==> config.mk <==
export PLATFORM = sky130hd
export DESIGN_NAME = cpu_seq_ctrl
export DESIGN_NICKNAME = d
export VERILOG_FILES = /design/src/rtl/cpu_pkg.sv /design/src/rtl/seq_timeout_ctr.sv /design/src/rtl/cpu_seq_ctrl.sv
export SDC_FILE = /design/constraint.sdc
export NUM_CORES = 1
export LEC_CHECK = 0
export ABC_AREA = 1
export BUFFER_PORTS_ARGS = -buffer_cell sky130_fd_sc_hd__buf_2
export CAP_MARGIN = 30
export CORE_MARGIN = 1.5
export CORE_UTILIZATION = 51
export CTS_CLUSTER_SIZE = 25
export DETAILED_ROUTE_END_ITERATION = 12
export GPL_ROUTABILITY_DRIVEN = 1
export PLACE_DENSITY = 0.84
export SYNTH_ARGS = -nofsm -noshare
export SYNTH_HDL_FRONTEND = slang
export SYNTH_SLANG_ARGS = --single-unit
export TNS_END_PERCENT = 10
==> constraint.sdc <==
create_clock -name clk -period 3.9 [get_ports clk]
set_input_delay 0.39 -clock clk [delete_from_list [all_inputs] [get_ports clk]]
set_output_delay 0.39 -clock clk [all_outputs]
set_load 0.005 [all_outputs]
==> src/rtl/cpu_pkg.sv <==
// Shared definitions for the RISC control sequencer: opcodes, modes, FSM states
// and instruction field positions.
package cpu_pkg;

  localparam logic [4:0] OP_NOP = 5'h00;
  localparam logic [4:0] OP_LD  = 5'h01;
  localparam logic [4:0] OP_ST  = 5'h02;
  localparam logic [4:0] OP_HLT = 5'h1F;

  localparam logic [1:0] MD_IMM = 2'b00;
  localparam logic [1:0] MD_DIR = 2'b01;
  localparam logic [1:0] MD_REG = 2'b10;
  localparam logic [1:0] MD_RSV = 2'b11;

  localparam int OP_HI  = 48;
  localparam int OP_LO  = 44;
  localparam int MD_HI  = 43;
  localparam int MD_LO  = 42;
  localparam int SRC_HI = 41;
  localparam int SRC_LO = 37;
  localparam int DST_HI = 36;
  localparam int DST_LO = 32;
  localparam int LIT_HI = 31;
  localparam int LIT_LO = 0;

  typedef enum logic [2:0] {
    ST_IDLE,
    ST_FETCH,
    ST_DECODE,
    ST_EXEC,
    ST_MEM,
    ST_WB,
    ST_HALTED
  } state_t;

  // Stores always touch data RAM; loads only in direct mode.
  function automatic logic is_mem_op(input logic [4:0] op, input logic [1:0] md);
    return (op == OP_ST) || ((op == OP_LD) && (md == MD_DIR));
  endfunction

endpackage

==> src/rtl/seq_timeout_ctr.sv <==
// Bus wait counter shared by the fetch and data-memory wait states; expire is
// raised once TIMEOUT-1 unacknowledged cycles have been counted.
module seq_timeout_ctr #(
  parameter int TIMEOUT = 16
) (
  input  logic clk,
  input  logic rst_n,
  input  logic clr,
  input  logic en,
  output logic expire
);

  localparam int CW = (TIMEOUT > 2) ? $clog2(TIMEOUT) : 1;

  logic [CW-1:0] cnt;

  assign expire = (cnt == CW'(TIMEOUT - 1));

  always_ff @(posedge clk or negedge rst_n) begin
    if (!rst_n) begin
      cnt <= '0;
    end else if (clr) begin
      cnt <= '0;
    end else if (en && !expire) begin
      cnt <= cnt + 1'b1;
    end
  end

endmodule

==> src/rtl/cpu_seq_ctrl.sv <==
// Multi-cycle control FSM: fetches into the IR, sequences ALU / data RAM /
// register-file strobes per opcode, and owns PC, bus timeouts and halt.
module cpu_seq_ctrl
  import cpu_pkg::*;
#(
  parameter int PC_W    = 8,
  parameter int IW      = 49,
  parameter int TIMEOUT = 16
) (
  input  logic            clk,
  input  logic            rst_n,
  input  logic            start,
  output logic            imem_req,
  output logic [PC_W-1:0] imem_addr,
  input  logic            imem_ack,
  input  logic [IW-1:0]   imem_data,
  output logic [IW-1:0]   ir,
  output logic            alu_en,
  output logic            dmem_req,
  output logic            dmem_we,
  input  logic            dmem_ack,
  output logic            reg_we,
  output logic [PC_W-1:0] pc,
  output logic            busy,
  output logic            halted,
  output logic            bus_err,
  output logic            illegal
);

  state_t state, state_next;

  logic       pc_inc, pc_clr, ir_load, set_bus_err, set_illegal;
  logic       waiting, ack_now, expire;
  logic [4:0] op;
  logic [1:0] md;

  assign op        = ir[OP_HI:OP_LO];
  assign md        = ir[MD_HI:MD_LO];
  assign imem_addr = pc;
  assign busy      = (state != ST_IDLE) && (state != ST_HALTED);
  assign halted    = (state == ST_HALTED);

  // The counter restarts from zero on every entry into a wait state.
  assign waiting = (state == ST_FETCH) || (state == ST_MEM);
  assign ack_now = ((state == ST_FETCH) && imem_ack) || ((state == ST_MEM) && dmem_ack);

  seq_timeout_ctr #(
    .TIMEOUT(TIMEOUT)
  ) u_timeout (
    .clk   (clk),
    .rst_n (rst_n),
    .clr   (!waiting || ack_now),
    .en    (waiting),
    .expire(expire)
  );

  always_ff @(posedge clk or negedge rst_n) begin
    if (!rst_n) begin
      state <= ST_IDLE;
    end else begin
      state <= state_next;
    end
  end

  always_comb begin
    state_next  = state;
    imem_req    = 1'b0;
    dmem_req    = 1'b0;
    dmem_we     = 1'b0;
    alu_en      = 1'b0;
    reg_we      = 1'b0;
    pc_inc      = 1'b0;
    pc_clr      = 1'b0;
    ir_load     = 1'b0;
    set_bus_err = 1'b0;
    set_illegal = 1'b0;
    case (state)
      ST_IDLE, ST_HALTED: begin
        if (start) begin
          pc_clr     = 1'b1;
          state_next = ST_FETCH;
        end
      end
      ST_FETCH: begin
        imem_req = 1'b1;
        if (imem_ack) begin
          ir_load    = 1'b1;
          state_next = ST_DECODE;
        end else if (expire) begin
          set_bus_err = 1'b1;
          state_next  = ST_HALTED;
        end
      end
      ST_DECODE: begin
        if (op == OP_HLT) begin
          state_next = ST_HALTED;
        end else if (md == MD_RSV) begin
          set_illegal = 1'b1;
          pc_inc      = 1'b1;
          state_next  = ST_FETCH;
        end else if (op == OP_NOP) begin
          pc_inc     = 1'b1;
          state_next = ST_FETCH;
        end else if (is_mem_op(op, md)) begin
          state_next = ST_MEM;
        end else begin
          state_next = ST_EXEC;
        end
      end
      ST_EXEC: begin
        alu_en     = 1'b1;
        state_next = ST_WB;
      end
      ST_MEM: begin
        dmem_req = 1'b1;
        dmem_we  = (op == OP_ST);
        if (dmem_ack) begin
          if (op == OP_ST) begin
            pc_inc     = 1'b1;
            state_next = ST_FETCH;
          end else begin
            state_next = ST_WB;
          end
        end else if (expire) begin
          set_bus_err = 1'b1;
          state_next  = ST_HALTED;
        end
      end
      ST_WB: begin
        reg_we     = 1'b1;
        pc_inc     = 1'b1;
        state_next = ST_FETCH;
      end
      default: state_next = ST_IDLE;
    endcase
  end

  // Start clears the sticky flags along with the PC.
  always_ff @(posedge clk or negedge rst_n) begin
    if (!rst_n) begin
      pc      <= '0;
      ir      <= '0;
      bus_err <= 1'b0;
      illegal <= 1'b0;
    end else begin
      if (pc_clr) begin
        pc <= '0;
      end else if (pc_inc) begin
        pc <= pc + 1'b1;
      end
      if (ir_load) begin
        ir <= imem_data;
      end
      if (pc_clr) begin
        bus_err <= 1'b0;
      end else if (set_bus_err) begin
        bus_err <= 1'b1;
      end
      if (pc_clr) begin
        illegal <= 1'b0;
      end else if (set_illegal) begin
        illegal <= 1'b1;
      end
    end
  end

endmodule

# ---- Yosys cells after proc, flatten, opt, wreduce, memory -nomap -nowiden
# Index checks and enable logic that the tools add are counted.
# W data, S select, Z words.
dict set report word_totals {
  ff_bits 66
  in_bits 54
  output_inout_bits 74
  elab_cells 81
}
dict set report classes {
  addsub 2
  eq_ne 14
  muxes 40
  n_reduce_logical 19
}
# cell n
set ops {}
lappend ops {{$mux W3} 9}
lappend ops {{$mux W1} 24}
lappend ops {{$pmux W3 S6} 1}
lappend ops {{$mux W8} 2}
lappend ops {{$eq A3 B3 Y1 const B} 3}
lappend ops {{$add A8 B1 Y8 const B} 1}
lappend ops {{$mux W4} 2}
lappend ops {{$reduce_bool A2 Y1} 4}
lappend ops {{$eq A3 B2 Y1 const B} 2}
lappend ops {{$eq A5 B1 Y1 const B} 1}
lappend ops {{$eq A5 B2 Y1 const B} 1}
lappend ops {{$eq A5 B5 Y1 const B} 1}
lappend ops {{$logic_and A1 B1 Y1} 5}
lappend ops {{$logic_not A5 Y1} 1}
lappend ops {{$add A4 B1 Y4 const B} 1}
lappend ops {{$eq A4 B4 Y1 const B} 1}
lappend ops {{$logic_or A1 B1 Y1} 4}
lappend ops {{$eq A3 B1 Y1 const B} 1}
lappend ops {{$logic_not A3 Y1} 1}
lappend ops {{$ne A3 B3 Y1 const B} 1}
lappend ops {{$pmux W1 S3} 1}
lappend ops {{$reduce_bool A3 Y1} 1}
lappend ops {{$eq A2 B1 Y1 const B} 1}
lappend ops {{$eq A2 B2 Y1 const B} 1}
lappend ops {{other kinds (4)} 5}

# ---- Depth between registers and ports, before layout
# Gate-level depths: netlist (run 1).
dict set report logic_depth {
  depth_word 8
  ltp_mapped 9
  mapped_depth_nobuf 9
}

# ---- By module
# From an unflattened synthesis (run 1), not the netlist that was laid out.
dict set report hier_totals {
  hier_cells 395
  hier_area_um2 3164.3
}
# module n_inst cells_per_inst area_per_inst_um2
set modules_own_cells {}
lappend modules_own_cells {cpu_seq_ctrl 1 366 2939.1}
lappend modules_own_cells {seq_timeout_ctr 1 29 225.2}

# ---- Least setup slack after synthesis (run 1)
# No wires, ideal clock.
dict set report synth_path {
  path_type {register -> output}
  from {reg state[1]}
  to {out dmem_we}
  arrival_ns 1.008
  setup_slack_ns 2.502
  path_stages_with_launch 6
  path_cell_list {dfrtp_1 -> inv_2 -> nand2_1 -> nor2_2 -> inv_2 -> nor2_1}
}
dict set report synth_between {
  elab_chain_len 2
}
# item line_no
set synth_rtl {}
lappend synth_rtl {{start: declaration} cpu_seq_ctrl.sv:30} ;# state_t state, state_next;
lappend synth_rtl {{start signal: assignment} cpu_seq_ctrl.sv:61} ;# state <= state_next;
lappend synth_rtl {{$eq A3 B3 Y1} cpu_seq_ctrl.sv:77} ;# case (state)
lappend synth_rtl {{$mux W1} cpu_seq_ctrl.sv:77}
lappend synth_rtl {{end: declaration} cpu_seq_ctrl.sv:20} ;# output logic dmem_we,
# No other way between the ends.

# ---- Worst setup path after layout (run 1)
dict set report layout_path {
  from {reg state[2]}
  to {reg ir[4]}
}
dict set report layout_between {
  elab_chain_len 2
}
# item line_no
set layout_rtl {}
lappend layout_rtl {{$eq A3 B1 Y1} cpu_seq_ctrl.sv:77}
lappend layout_rtl {{$mux W1} cpu_seq_ctrl.sv:77}
lappend layout_rtl {{end signal: assignment} cpu_seq_ctrl.sv:152} ;# ir <= imem_data;
lappend layout_rtl {{end: declaration} cpu_seq_ctrl.sv:17} ;# output logic [IW-1:0] ir,
# No other way between the ends.
# A chain may end at the register's enable or synchronous reset.

==> results.txt, run 1 <==
----------------------------------------------------
[Worst setup path]
  Category of the most critical setup path ... flop to flop
  Largest fanout of any net on the critical path ... 53
  List of cells traversed by the critical path ... inv_1 > nand3_2 > nor2_4 > buf_4 > inv_2 > nand2_1 > nand2_1
  Max stage delay cell, worst path ... sky130_fd_sc_hd__inv_2
  Number of buffer and inverter stages on the critical path ... 3
  Nature of the critical path startpoint ... flop
  Type of destination of the critical path ... flop
  Most frequent cell on the critical path ... sky130_fd_sc_hd__nand2_1
  CP arrival ... 2.29 ns
  Worst R2R Start ... state[2]
  Biggest cell delay along the critical path ... 0.43 ns
  Launch point of the critical path ... state[2]
  Largest delay contributor family on the critical path ... buffers and inverters
  Endpoint required time on the critical path ... 4.13 ns

[Clock tree]
  Hold buffers post-CTS ... 1
  Clock tree from TritonCTS ... built
  CTS sink cnt ... 66
  Maximum clock path buffer count ... 2
  Number of setup buffers added after CTS ... 0
  Clock insertion delay at the later pin of the skew report ... 0.34 ns
  H-tree Lvls ... 3
  Reg clk slew, reported paths ... 0.08 ns
  Root Buffer Master ... sky130_fd_sc_hd__clkbuf_8
  Post-cts sizing count ... 0
  Total CTS buffers ... 9

[Timing]
  Number of slew-limit violations in the final report ... 0
  Final period util ... 52.8%
  Hold Fails Final Rpt ... 0
  Final setup violation count ... 0
  Layout Skew ... 0.0116 ns
  Maximum clock frequency ... 486 MHz
  Fin Setup TNS ... 0 ns
  Final critical path time including I/O delays and setup ... 2.06 ns
  Headroom to the max-slew limit ... 52.2%
  Worst slew pin tran ... 0.716 ns
  Worst hold slack ... 0.240 ns
  Setup repair after global routing missed its margin ... no

[Yosys]
  Cell Area, Synth ... 3040 sq um
  Gate count after technology mapping ... 360
  Count of warnings emitted by yosys ... 0
  Count of flip-flops with a built-in enable after synthesis ... 0
  Proportion of netlist area held by the largest area contributor ... 54.4%
  Biggest area contributors in the synthesized netlist ... sky130_fd_sc_hd__dfrtp_1, sky130_fd_sc_hd__nand2_1, sky130_fd_sc_hd__nand4_1
  Sequential-to-total area share from yosys stat ... 54.4%
  Yosys top cell by area ... sky130_fd_sc_hd__dfrtp_1
  Number of library cell types mapped by synthesis ... 31
  Average cell area after synthesis ... 8.43 sq um
  Syn nets ... 416
  Share of flip-flops with an asynchronous set or reset ... 100%
  Number of storage elements in the synthesis netlist ... 66
  Most frequently used flop master after synthesis ... sky130_fd_sc_hd__dfrtp_1

[Routing]
  Routed wirelength normalized by instance count ... 12.4 um
  Number of nets with antenna violations after routing ... 0
  Via count normalized by instance count ... 4.98
  Detailed-router iteration count before antenna repair ... 4
  WL final ... 6940 um
  Vias after detailed routing ... 2792
  Iteration-0 DRC Markers ... 172
  DRC violations left ... 0

[Placement]
  Detailed-placement wirelength estimate ... 5030 um
  Count of buffers from port buffering ... 127
  Cell count after placement ... 544
  Routability congestion estimate ... 0.917

[Cells and area]
  Fin cells ... 561
  Relative area change from synthesis to final layout ... 28.1%
  Diodes inserted ... 0
  Share of post-route cells with drive strength above 1 ... 33.1%
  Fillers ... 461
  Fin nets ... 540

[Worst hold path]
  Kind of path behind the tightest hold check ... input pin to flop
  Startpoint of the worst hold path ... imem_data[32]

[Global routing]
  Vias in the first global route ... 2608
  Global-route congestion overflow total ... 0
  Maximum number of pins on one net before global-route repair ... 54
  Wire length of the first global-routing pass ... 11300 um
  Antenna violations before repair ... 0
  Total Routing Usage GR ... 23.1%

[Floorplanning]
  Die boundary height ... 80.1 um
  # IOs ... 128
  Die area ... 6420 sq um
  Site row count ... 27
  Die width ... 80.1 um
  Effective utilization at floorplan ... 54.1%
  Area of the core region ... 5610 sq um

[Power]
  Power per unit of standard cell area ... 721 nW/um^2
  Largest voltage drop on the vdd net ... 0.456 mV
  Leakage power figure ... 2.28 nW

[Flow run]
  Max Cap Viol ... 0

[Status]
  Result of the run ... finished, final reports clean

----------------------------------------------------
-- final timing paths --
kind / to / slack (ns) / cells past startpoint
worst max register to register: ir[4] / 1.84 / 7
worst min-delay path: ir[32] / 0.24 / 3
min in group asynchronous: ir[7] / 0.51 / 2
worst max-delay path: ir[4] / 1.84 / 7
max in group asynchronous: ir[45] / 2.56 / 4
worst min register to register: ir[37] / 0.47 / 2
-- Yosys cell counts, types with 2 or more instances --
library cell                 n
sky130_fd_sc_hd__xor2_1      5
sky130_fd_sc_hd__buf_2       5
sky130_fd_sc_hd__a21oi_1     2
sky130_fd_sc_hd__inv_1      13
sky130_fd_sc_hd__nand2_1   177
sky130_fd_sc_hd__nand4_1    12
sky130_fd_sc_hd__nor2_1     16
sky130_fd_sc_hd__buf_4       8
sky130_fd_sc_hd__nand2_2     4
sky130_fd_sc_hd__nand3_1    14
sky130_fd_sc_hd__inv_2       4
sky130_fd_sc_hd__dfrtp_1    66
sky130_fd_sc_hd__nand3b_1    4
sky130_fd_sc_hd__ha_1        2
sky130_fd_sc_hd__nor3_1      5
sky130_fd_sc_hd__buf_6       4
sky130_fd_sc_hd__o21ai_0     5
-- layout by cell type (no fill, tap or decap), drive strengths merged --
cell / netlist / routed
nand2: 182 / 182
buf: 17 / 130
dfrtp: 66 / 66
nor2: 18 / 18
inv: 17 / 18
nand3: 15 / 15
nand4: 12 / 12
clkbuf: 1 / 10
o21ai: 7 / 7
nor3: 6 / 6
xor2: 5 / 5
nand3b: 4 / 4
a21oi: 3 / 3
ha: 2 / 2
bufinv: 0 / 2
clkinvlp: 0 / 2
nor3b: 1 / 1
a21boi: 1 / 1
o21a: 1 / 1
a21o: 1 / 1
xnor2: 1 / 1
clkinv: 0 / 1
dlygate4sd3: 0 / 1
-- power breakdown --
| part | switching, mW | internal [mW] | total (mW) |
|---|---|---|---|
| Sequential | 0.192 | 0.960 | 1.15 |
| Combinational | 0.590 | 0.417 | 1.01 |
| Clock | 0.267 | 0.378 | 0.646 |
| Total | 1.05 | 1.76 | 2.80 |
-- worst min-delay path, delay by kind of cell --
| kind | cells | cell delay [ns] |
|---|---|---|
| buffers and inverters | 1 | 0.07 |
| and+or+nand+nor | 2 | 0.09 |
-- state kept, by name (all words and copies together), names as in the netlist --
name	cells
illegal	1
imem_addr	8
bus_err	1
ir	49
state	3
u_timeout.cnt	4
-- layer usage --
metal  share of wire (%)  track usage, %
met1                  42            27.6
met2                  48            38.2
met3                 7.5            6.82
met4                 1.7            10.9
met5                   0               0
-- layout make-up --
class	instances	area [sq um]	share of cell area, %
repair buffers	131	681	17.5
clock buffers	10	138	3.54
well taps	72	90.1	2.32
clock inverters	6	88.8	2.28
inverters	17	63.8	1.64
flip-flops and latches	66	1650	42.5
multi-input cells	259	1180	30.2
-- logic make-up after synthesis --
kind of cell    share of synthesized area (%)
simple gates                             33.3
xor+xnor                                 1.73
buf+inv                                  6.84
fa+ha+maj                               0.824
compound gates                           2.89
flops                                    54.4
-- per-stage QoR --
| stage | util [%] | area [sq um] | power (mW) | setup WS (ns) |
|---|---|---|---|---|
| 6_report | 69.3 | 3890 | 2.80 | 1.84 |
| 5_1_grt | 69.3 | 3890 | 3.02 | 1.68 |
| 4_1_cts | 69.3 | 3890 | 2.83 | 1.86 |
| 3_5_place_dp | 65.1 | 3650 | 2.17 | 1.87 |
| 3_3_place_gp | 64.8 | 3630 | 2.12 | 1.94 |
| 2_1_floorplan | - | 3040 | 1.75 | 2.50 |
No activity file was read; power rests on OpenSTA's default activity.
==> run 2: changes to the inputs <==
- CORE_UTILIZATION: 51 -> 48
- PLACE_DENSITY: 0.84 -> 0.8
- clock period: 3.9 -> 1.93 ns (I/O delays scaled with it)
==> run 2 against run 1 <==
Against the previous run: global-route usage down 1.3 points; routed wire length is 0.56% lower; via count fell by 2.4%; hold slack worse by 0.18 ns; clock skew is 0.0055 ns lower; final cell count up 0.36%; register-to-register slack got worse by 1.5 ns; combinational power is 100% higher; core utilization shrank 5.5 points; count of clock-buffer cells in the layout grew 1; setup slack got worse by 1.7 ns; critical endpoint is now dmem_we; largest power group unchanged.
==> results.txt, run 2 (synthesis results as in run 1) <==
----------------------------------------------------
[Floorplanning]
  Effective utilization at floorplan ... 50.4% (-3.8 points)
  Area of the core region ... 6030 sq um (+7.5%)
  Die area ... 6810 sq um (+6.0%)
  Site row count ... 28 (+3.7%)
  # IOs ... 128 (unchanged)
  Die boundary height ... 82.5 um (+3.0%)
  Die width ... 82.5 um (+3.0%)

[Routing]
  WL final ... 6900 um (-0.56%)
  Number of nets with antenna violations after routing ... 0 (unchanged)
  Iteration-0 DRC Markers ... 124 (-28%)
  Routed wirelength normalized by instance count ... 12.3 um (-0.92%)
  Vias after detailed routing ... 2725 (-2.4%)
  DRC violations left ... 0 (unchanged)
  Via count normalized by instance count ... 4.84 (-2.7%)
  Detailed-router iteration count before antenna repair ... 4 (unchanged)

[Clock tree]
  Total CTS buffers ... 9 (unchanged)
  CTS sink cnt ... 66 (unchanged)
  Clock tree from TritonCTS ... built
  Root Buffer Master ... sky130_fd_sc_hd__clkbuf_8
  Maximum clock path buffer count ... 2 (unchanged)
  H-tree Lvls ... 3 (unchanged)
  Number of setup buffers added after CTS ... 0 (unchanged)
  Clock insertion delay at the later pin of the skew report ... 0.33 ns (about the same)
  Reg clk slew, reported paths ... 0.07 ns (about the same)

[Timing]
  Maximum clock frequency ... 565 MHz
  Setup repair after global routing missed its margin ... no
  Number of slew-limit violations in the final report ... 0 (unchanged)
  Final critical path time including I/O delays and setup ... 1.77 ns
  Worst slew pin tran ... 0.748 ns (+0.0324 ns)
  Layout Skew ... 0.00617 ns (-0.00546 ns)
  Headroom to the max-slew limit ... 50.0% (-2.2 points)
  Worst hold slack ... 0.0547 ns (-0.185 ns)
  Hold Fails Final Rpt ... 0 (unchanged)
  Final period util ... 91.7%
  Worst Setup Slack, final ... 0.160 ns (-1.68 ns)
  Final setup violation count ... 0 (unchanged)
  Fin Setup TNS ... 0 ns (unchanged)

[Worst setup path]
  Nature of the critical path startpoint ... flop
  Largest fanout of any net on the critical path ... 5 (-91%)
  Most frequent cell on the critical path ... sky130_fd_sc_hd__inv_2
  Largest delay contributor family on the critical path ... simple AND/OR/NAND/NOR gates
  Max stage delay cell, worst path ... sky130_fd_sc_hd__dfrtp_1
  Number of buffer and inverter stages on the critical path ... 3 (unchanged)
  Category of the most critical setup path ... flop to output pin
  Biggest cell delay along the critical path ... 0.41 ns (-0.02 ns)
  Type of destination of the critical path ... output pin
  List of cells traversed by the critical path ... inv_2 > nand2_1 > nor2_2 > inv_2 > nor2_1 > buf_2
  Endpoint required time on the critical path ... 1.74 ns (-2.39 ns)
  CP arrival ... 1.58 ns (-0.71 ns)

[Power]
  Largest voltage drop on the vdd net ... 0.715 mV (+57%)
  Leakage power figure ... 2.26 nW (-1.1%)
  Power per unit of standard cell area ... 1410 nW/um^2 (+96%)

[Cells and area]
  Flip-flop count of the largest register after layout ... 49 (unchanged)
  Fin nets ... 539 (-0.19%)
  Commonest cells after routing, fill and taps aside ... sky130_fd_sc_hd__nand2_1, sky130_fd_sc_hd__buf_2, sky130_fd_sc_hd__dfrtp_1
  Most frequent standard cell in the layout excluding fill and tap cells ... sky130_fd_sc_hd__nand2_1
  Cell area after layout ... 3840 sq um (-1.1%)
  Diodes inserted ... 0 (unchanged)
  Relative area change from synthesis to final layout ... 26.7%
  Share of post-route cells with drive strength above 1 ... 32.6% (-0.55 points)
  Largest Register ... ir
  Fin cells ... 563 (+0.36%)

[Global routing]
  Maximum number of pins on one net before global-route repair ... 53 (-1.9%)
  Vias in the first global route ... 2449 (-6.1%)
  Met1 routing resource usage after global routing ... 27.8% (+0.22 points)
  Wire length of the first global-routing pass ... 11100 um (-1.7%)
  Antenna violations before repair ... 0 (unchanged)
  Total Routing Usage GR ... 21.8% (-1.3 points)
  Met2 track demand over resource in global routing ... 33.3% (-4.9 points)
  Global-route congestion overflow total ... 0 (unchanged)
  GRT met3 Usage ... 8.46% (+1.6 points)
  Most congested layer reported by global routing ... met2

[Placement]
  Count of buffers from port buffering ... 127 (unchanged)
  Cell count after placement ... 546 (+0.37%)
  Detailed-placement wirelength estimate ... 4930 um (-1.9%)
  Routability congestion estimate ... 0.856 (-6.7%)
  Area post-placement ... 3650 sq um (-0.10%)
  Setup WS pre-CTS ... 0.386 ns (-1.48 ns)

[Status]
  Result of the run ... finished, final reports clean

[Worst hold path]
  Kind of path behind the tightest hold check ... input pin to flop

[Flow run]
  Max Cap Viol ... 0 (unchanged)

----------------------------------------------------
run 2: cell types whose count changed in the layout (fill, tap and decap cells not counted), sizes merged:
cell	change
buf	-1
bufinv	-1
clkbuf	+1
clkinv	+1
inv	-1
run 2: per-stage QoR:
step | util (%) | total power, mW
2_1_floorplan | - | 3.53
3_3_place_gp | 60.5 | 4.28
3_5_place_dp | 60.5 | 4.37
4_1_cts | 63.8 | 5.50
5_1_grt | 63.8 | 5.93
6_report | 63.8 | 5.44
run 2: path summary, 6_finish.rpt:
path,slack [ns],from,endpoint,cells after the start
max,0.16,state[1],dmem_we,6
min,0.05,imem_data[10],ir[10],3
max reg2reg,0.39,state[2],ir[23],6
min reg2reg,0.47,ir[11],ir[11],2
max in group asynchronous,0.90,rst_n,ir[17],3
min in group asynchronous,0.40,rst_n,u_timeout.cnt[2],2
run 2: layer usage:
metal	vias to the layer above	wire length [um]
met1	1243	3160
met2	101	3070
li1	1369	-
met5	-	0
met3	12	550
met4	0	118
run 2: worst reg2reg max path, cell delays in order (launching register included):
cell and delay, ns:
sky130_fd_sc_hd__dfrtp_1 0.41, sky130_fd_sc_hd__inv_1 0.13, sky130_fd_sc_hd__nand3_2 0.16, sky130_fd_sc_hd__nor2_4 0.13
sky130_fd_sc_hd__buf_4 0.43, sky130_fd_sc_hd__nand2_1 0.14, sky130_fd_sc_hd__nand2_1 0.09
run 2: what timing repair did:
item | in CTS | in global routing
hold endpoints to repair | 23 | 0
hold buffers | 1 | 0
gates resized for setup | 0 | 0
run 2: final cells by class:
class | count | area [sq um]
Clock buffer | 11 | 131
Inverter | 17 | 63.8
Multi-Input combinational cell | 259 | 1180
Tap cell | 75 | 93.8
Fill cell | 542 | 2180
Sequential cell | 66 | 1650
Timing Repair Buffer | 130 | 673
Clock inverter | 5 | 55.1
run 2: power breakdown:
| part | total [mW] | switching [mW] | internal, mW |
|---|---|---|---|
| Combinational | 2.03 | 1.18 | 0.842 |
| Sequential | 2.31 | 0.366 | 1.94 |
| Clock | 1.11 | 0.512 | 0.593 |
| Total | 5.44 | 2.06 | 3.38 |
==> run 3: changes to the inputs <==
- ABC_AREA: 1 -> default
- CORE_UTILIZATION: 48 -> 47
- PLACE_DENSITY: 0.8 -> 0.79
==> run 3 against run 2 <==
Against the previous run: sequential power is 3% higher; area after synthesis is 3.3% lower; sequential share of layout area is 1.2 points lower; final area is 2.9% higher; die area is 1.1% lower; synthesized cell count is 35% lower; via count is 14% lower; routed wire length is 7.4% lower; setup slack worse by 0.039 ns; non-clock buffer count is 10 higher; register-to-register slack worse by 0.27 ns; sequential cell count stayed put; largest cell class unchanged; highest routed layer unchanged.
==> results.txt, run 3 <==
----------------------------------------------------
[Status]
  Result of the run ... finished, final reports clean

[Placement]
  Cell count after placement ... 430 (-21%)
  Routability congestion estimate ... 0.850 (-0.62%)
  Count of buffers from port buffering ... 127 (unchanged)
  Detailed-placement wirelength estimate ... 4730 um (-4.1%)

[Timing]
  Headroom to the max-slew limit ... 72.1% (+22 points)
  Final period util ... 93.8% (+2.0 points)
  Worst slew pin tran ... 0.417 ns (-0.331 ns)
  Number of slew-limit violations in the final report ... 0 (unchanged)
  Layout Skew ... 0.00680 ns (+0.000632 ns)
  Hold Fails Final Rpt ... 0 (unchanged)
  Maximum clock frequency ... 553 MHz (-2.2%)
  Setup repair after global routing missed its margin ... no
  Final critical path time including I/O delays and setup ... 1.81 ns (+0.0395 ns)
  Final setup violation count ... 0 (unchanged)
  Fin Setup TNS ... 0 ns (unchanged)

[Worst setup path]
  Biggest cell delay along the critical path ... 0.42 ns (about the same)
  List of cells traversed by the critical path ... or3b_1 > a31oi_2 > a22oi_2 > or3_1 > a21oi_1
  Endpoint required time on the critical path ... 2.18 ns (+0.44 ns)
  Number of buffer and inverter stages on the critical path ... 0 (-3)
  Path length in cells of the critical path ... 5 (-1)
  Endpoint of the lowest-slack register-to-register path ... imem_addr[7]
  Category of the most critical setup path ... flop to flop
  Max stage delay cell, worst path ... sky130_fd_sc_hd__dfrtp_1
  Type of destination of the critical path ... flop
  Nature of the critical path startpoint ... flop
  Launch point of the critical path ... state[2]
  Worst R2R Start ... state[2]
  CP arrival ... 2.06 ns (+0.48 ns)
  Number of cells on the worst reg-to-reg path ... 5 (-1)
  Largest fanout of any net on the critical path ... 7 (+2)
  Largest delay contributor family on the critical path ... simple AND/OR/NAND/NOR gates
  Endpoint of the most critical setup path ... imem_addr[7]
  Flop2flop setup slack ... 0.12 ns (-0.27 ns)

[Power]
  Power per unit of standard cell area ... 1570 nW/um^2 (+11%)
  Largest voltage drop on the vdd net ... 1.02 mV (+43%)
  Leakage power figure ... 1.96 nW (-13%)

[Yosys]
  Number of library cell types mapped by synthesis ... 45 (+45%)
  Yosys top cell by area ... sky130_fd_sc_hd__dfrtp_1
  Proportion of netlist area held by the largest area contributor ... 56.2% (+1.8 points)
  Count of warnings emitted by yosys ... 0 (unchanged)
  Biggest area contributors in the synthesized netlist ... sky130_fd_sc_hd__dfrtp_1, sky130_fd_sc_hd__mux2_1, sky130_fd_sc_hd__mux2_2
  Gate count after technology mapping ... 234 (-35%)
  Most frequent cell after synthesis ... sky130_fd_sc_hd__dfrtp_1
  Number of storage elements in the synthesis netlist ... 66 (unchanged)
  Cell Area, Synth ... 2940 sq um (-3.3%)
  Count of flip-flops with a built-in enable after synthesis ... 0 (unchanged)
  Average cell area after synthesis ... 12.5 sq um (+49%)
  Sequential-to-total area share from yosys stat ... 56.2% (+1.8 points)
  Share of flip-flops with an asynchronous set or reset ... 100% (unchanged)
  Post-synth top cells ... sky130_fd_sc_hd__dfrtp_1, sky130_fd_sc_hd__mux2_1, sky130_fd_sc_hd__nor2_1, sky130_fd_sc_hd__mux2_2
  Syn nets ... 290 (-30%)
  Most frequently used flop master after synthesis ... sky130_fd_sc_hd__dfrtp_1

[Clock tree]
  Clock tree from TritonCTS ... built
  H-tree Lvls ... 3 (unchanged)
  Number of setup buffers added after CTS ... 0 (unchanged)
  Maximum clock path buffer count ... 2 (unchanged)
  Reg clk slew, reported paths ... 0.07 ns (about the same)
  Root Buffer Master ... sky130_fd_sc_hd__clkbuf_8
  Clock insertion delay at the later pin of the skew report ... 0.34 ns (about the same)
  CTS sink cnt ... 66 (unchanged)
  Total CTS buffers ... 9 (unchanged)

[Floorplanning]
  Effective utilization at floorplan ... 49.0% (-1.4 points)
  Area of the core region ... 5990 sq um (-0.58%)
  Die boundary height ... 82.0 um (-0.58%)
  Site row count ... 28 (unchanged)
  Die width ... 82.0 um (-0.58%)
  Die area ... 6730 sq um (-1.1%)
  # IOs ... 128 (unchanged)

[Cells and area]
  Most frequent standard cell in the layout excluding fill and tap cells ... sky130_fd_sc_hd__buf_2
  Flip-flop count of the largest register after layout ... 49 (unchanged)
  Commonest cells after routing, fill and taps aside ... sky130_fd_sc_hd__buf_2, sky130_fd_sc_hd__dfrtp_1, sky130_fd_sc_hd__mux2_1
  Fin cells ... 447 (-21%)
  Fillers ... 493 (-9.0%)
  Largest Register ... ir
  Diodes inserted ... 0 (unchanged)
  Relative area change from synthesis to final layout ... 34.7%
  Share of post-route cells with drive strength above 1 ... 46.2% (+14 points)
  Fin nets ... 423 (-22%)

[Global routing]
  Antenna violations before repair ... 0 (unchanged)
  Total Routing Usage GR ... 20.5% (-1.3 points)
  Vias in the first global route ... 2322 (-5.2%)
  Global-route congestion overflow total ... 0 (unchanged)
  Maximum number of pins on one net before global-route repair ... 67 (+26%)
  Wire length of the first global-routing pass ... 10100 um (-8.7%)

[Worst hold path]
  Startpoint of the worst hold path ... imem_data[3]
  Kind of path behind the tightest hold check ... input pin to flop

[Routing]
  Vias after detailed routing ... 2337 (-14%)
  Detailed-router iteration count before antenna repair ... 4 (unchanged)
  Via count normalized by instance count ... 5.23 (+8.0%)
  Number of nets with antenna violations after routing ... 0 (unchanged)
  Routed wirelength normalized by instance count ... 14.3 um (+17%)
  WL final ... 6400 um (-7.4%)
  Iteration-0 DRC Markers ... 75 (-40%)
  DRC violations left ... 0 (unchanged)

[Flow run]
  Max Cap Viol ... 0 (unchanged)

----------------------------------------------------
## run 3: changes by cell type in the layout (fill, tap and decap cells not counted), moves of 7 or more
| cell | delta |
|---|---|
| sky130_fd_sc_hd__nand2_1 | -171 |
| sky130_fd_sc_hd__mux2_1 | +37 |
| sky130_fd_sc_hd__mux2_2 | +13 |
| sky130_fd_sc_hd__inv_1 | -11 |
| sky130_fd_sc_hd__nand4_1 | -11 |
| sky130_fd_sc_hd__nand3_1 | -10 |
| sky130_fd_sc_hd__buf_4 | +8 |
| sky130_fd_sc_hd__a21oi_1 | +7 |
## run 3: metrics by stage
step | total power [mW] | area [sq um] | setup WS [ns] | hold slack [ns] | util (%)
after floorplan | 3.68 | 2940 | 0.148 | -0.103 | -
after global placement | 4.70 | 3690 | 0.155 | 0.228 | 61.5
after detailed placement | 4.81 | 3690 | 0.0774 | 0.235 | 61.5
after CTS | 6.24 | 3940 | 0.0398 | 0.0555 | 65.8
after global routing | 6.67 | 3960 | 0.00982 | 0.0596 | 66.0
final | 6.20 | 3960 | 0.120 | 0.0656 | 66.0
## run 3: logic make-up (layout without fill, tap and decap cells)
| logic type | count (synthesis) | in the layout | synth area share [%] |
|---|---|---|---|
| compound gates | 36 | 36 | 8.56 |
| xor+xnor | 2 | 2 | 0.597 |
| fa+ha+maj | 2 | 2 | 0.852 |
| buf+inv | 20 | 158 | 3.92 |
| flops | 66 | 66 | 56.2 |
| mux | 51 | 51 | 19.5 |
| simple gates | 57 | 57 | 10.3 |
## run 3: layout make-up
type / instances / area [sq um] / share of cell area [%]
inverter: 2 / 7.51 / 0.190
tap: 75 / 93.8 / 2.37
sequential: 66 / 1650 / 41.8
timing repair buffer: 140 / 773 / 19.5
clock buffer: 12 / 145 / 3.67
multi-input combinational: 148 / 1180 / 29.9
clock inverter: 4 / 98.8 / 2.50
## run 3: how the worst min path moves through the flow
stage	cells past startpoint	end	slack [ns]
after floorplan	0	bus_err	-0.10
after detailed placement	2	ir[35]	0.23
final	2	ir[3]	0.07
after CTS	2	ir[7]	0.06
after global routing	2	ir[30]	0.06
after global placement	2	ir[35]	0.23
## run 3: what timing repair did
action                                  4_1_cts  5_1_grt
hold endpoints to repair                     66        0
resized for setup                             0        3
endpoints found under the setup margin        0        8
hold buffers                                  1        0
## run 3: layer usage
layer / GRT usage (%) / vias to the layer above / wire, um
li1: - / 1105 / -
met2: 33.7 / 91 / 3150
met1: 23.9 / 1132 / 2610
met3: 6.89 / 9 / 540
met4: 9.83 / 0 / 91
met5: 0 / - / 0
## run 3: power breakdown
| part | switching, mW | internal [mW] |
|---|---|---|
| registers | 0.377 | 2.00 |
| logic | 1.10 | 1.32 |
| clock network | 0.516 | 0.897 |
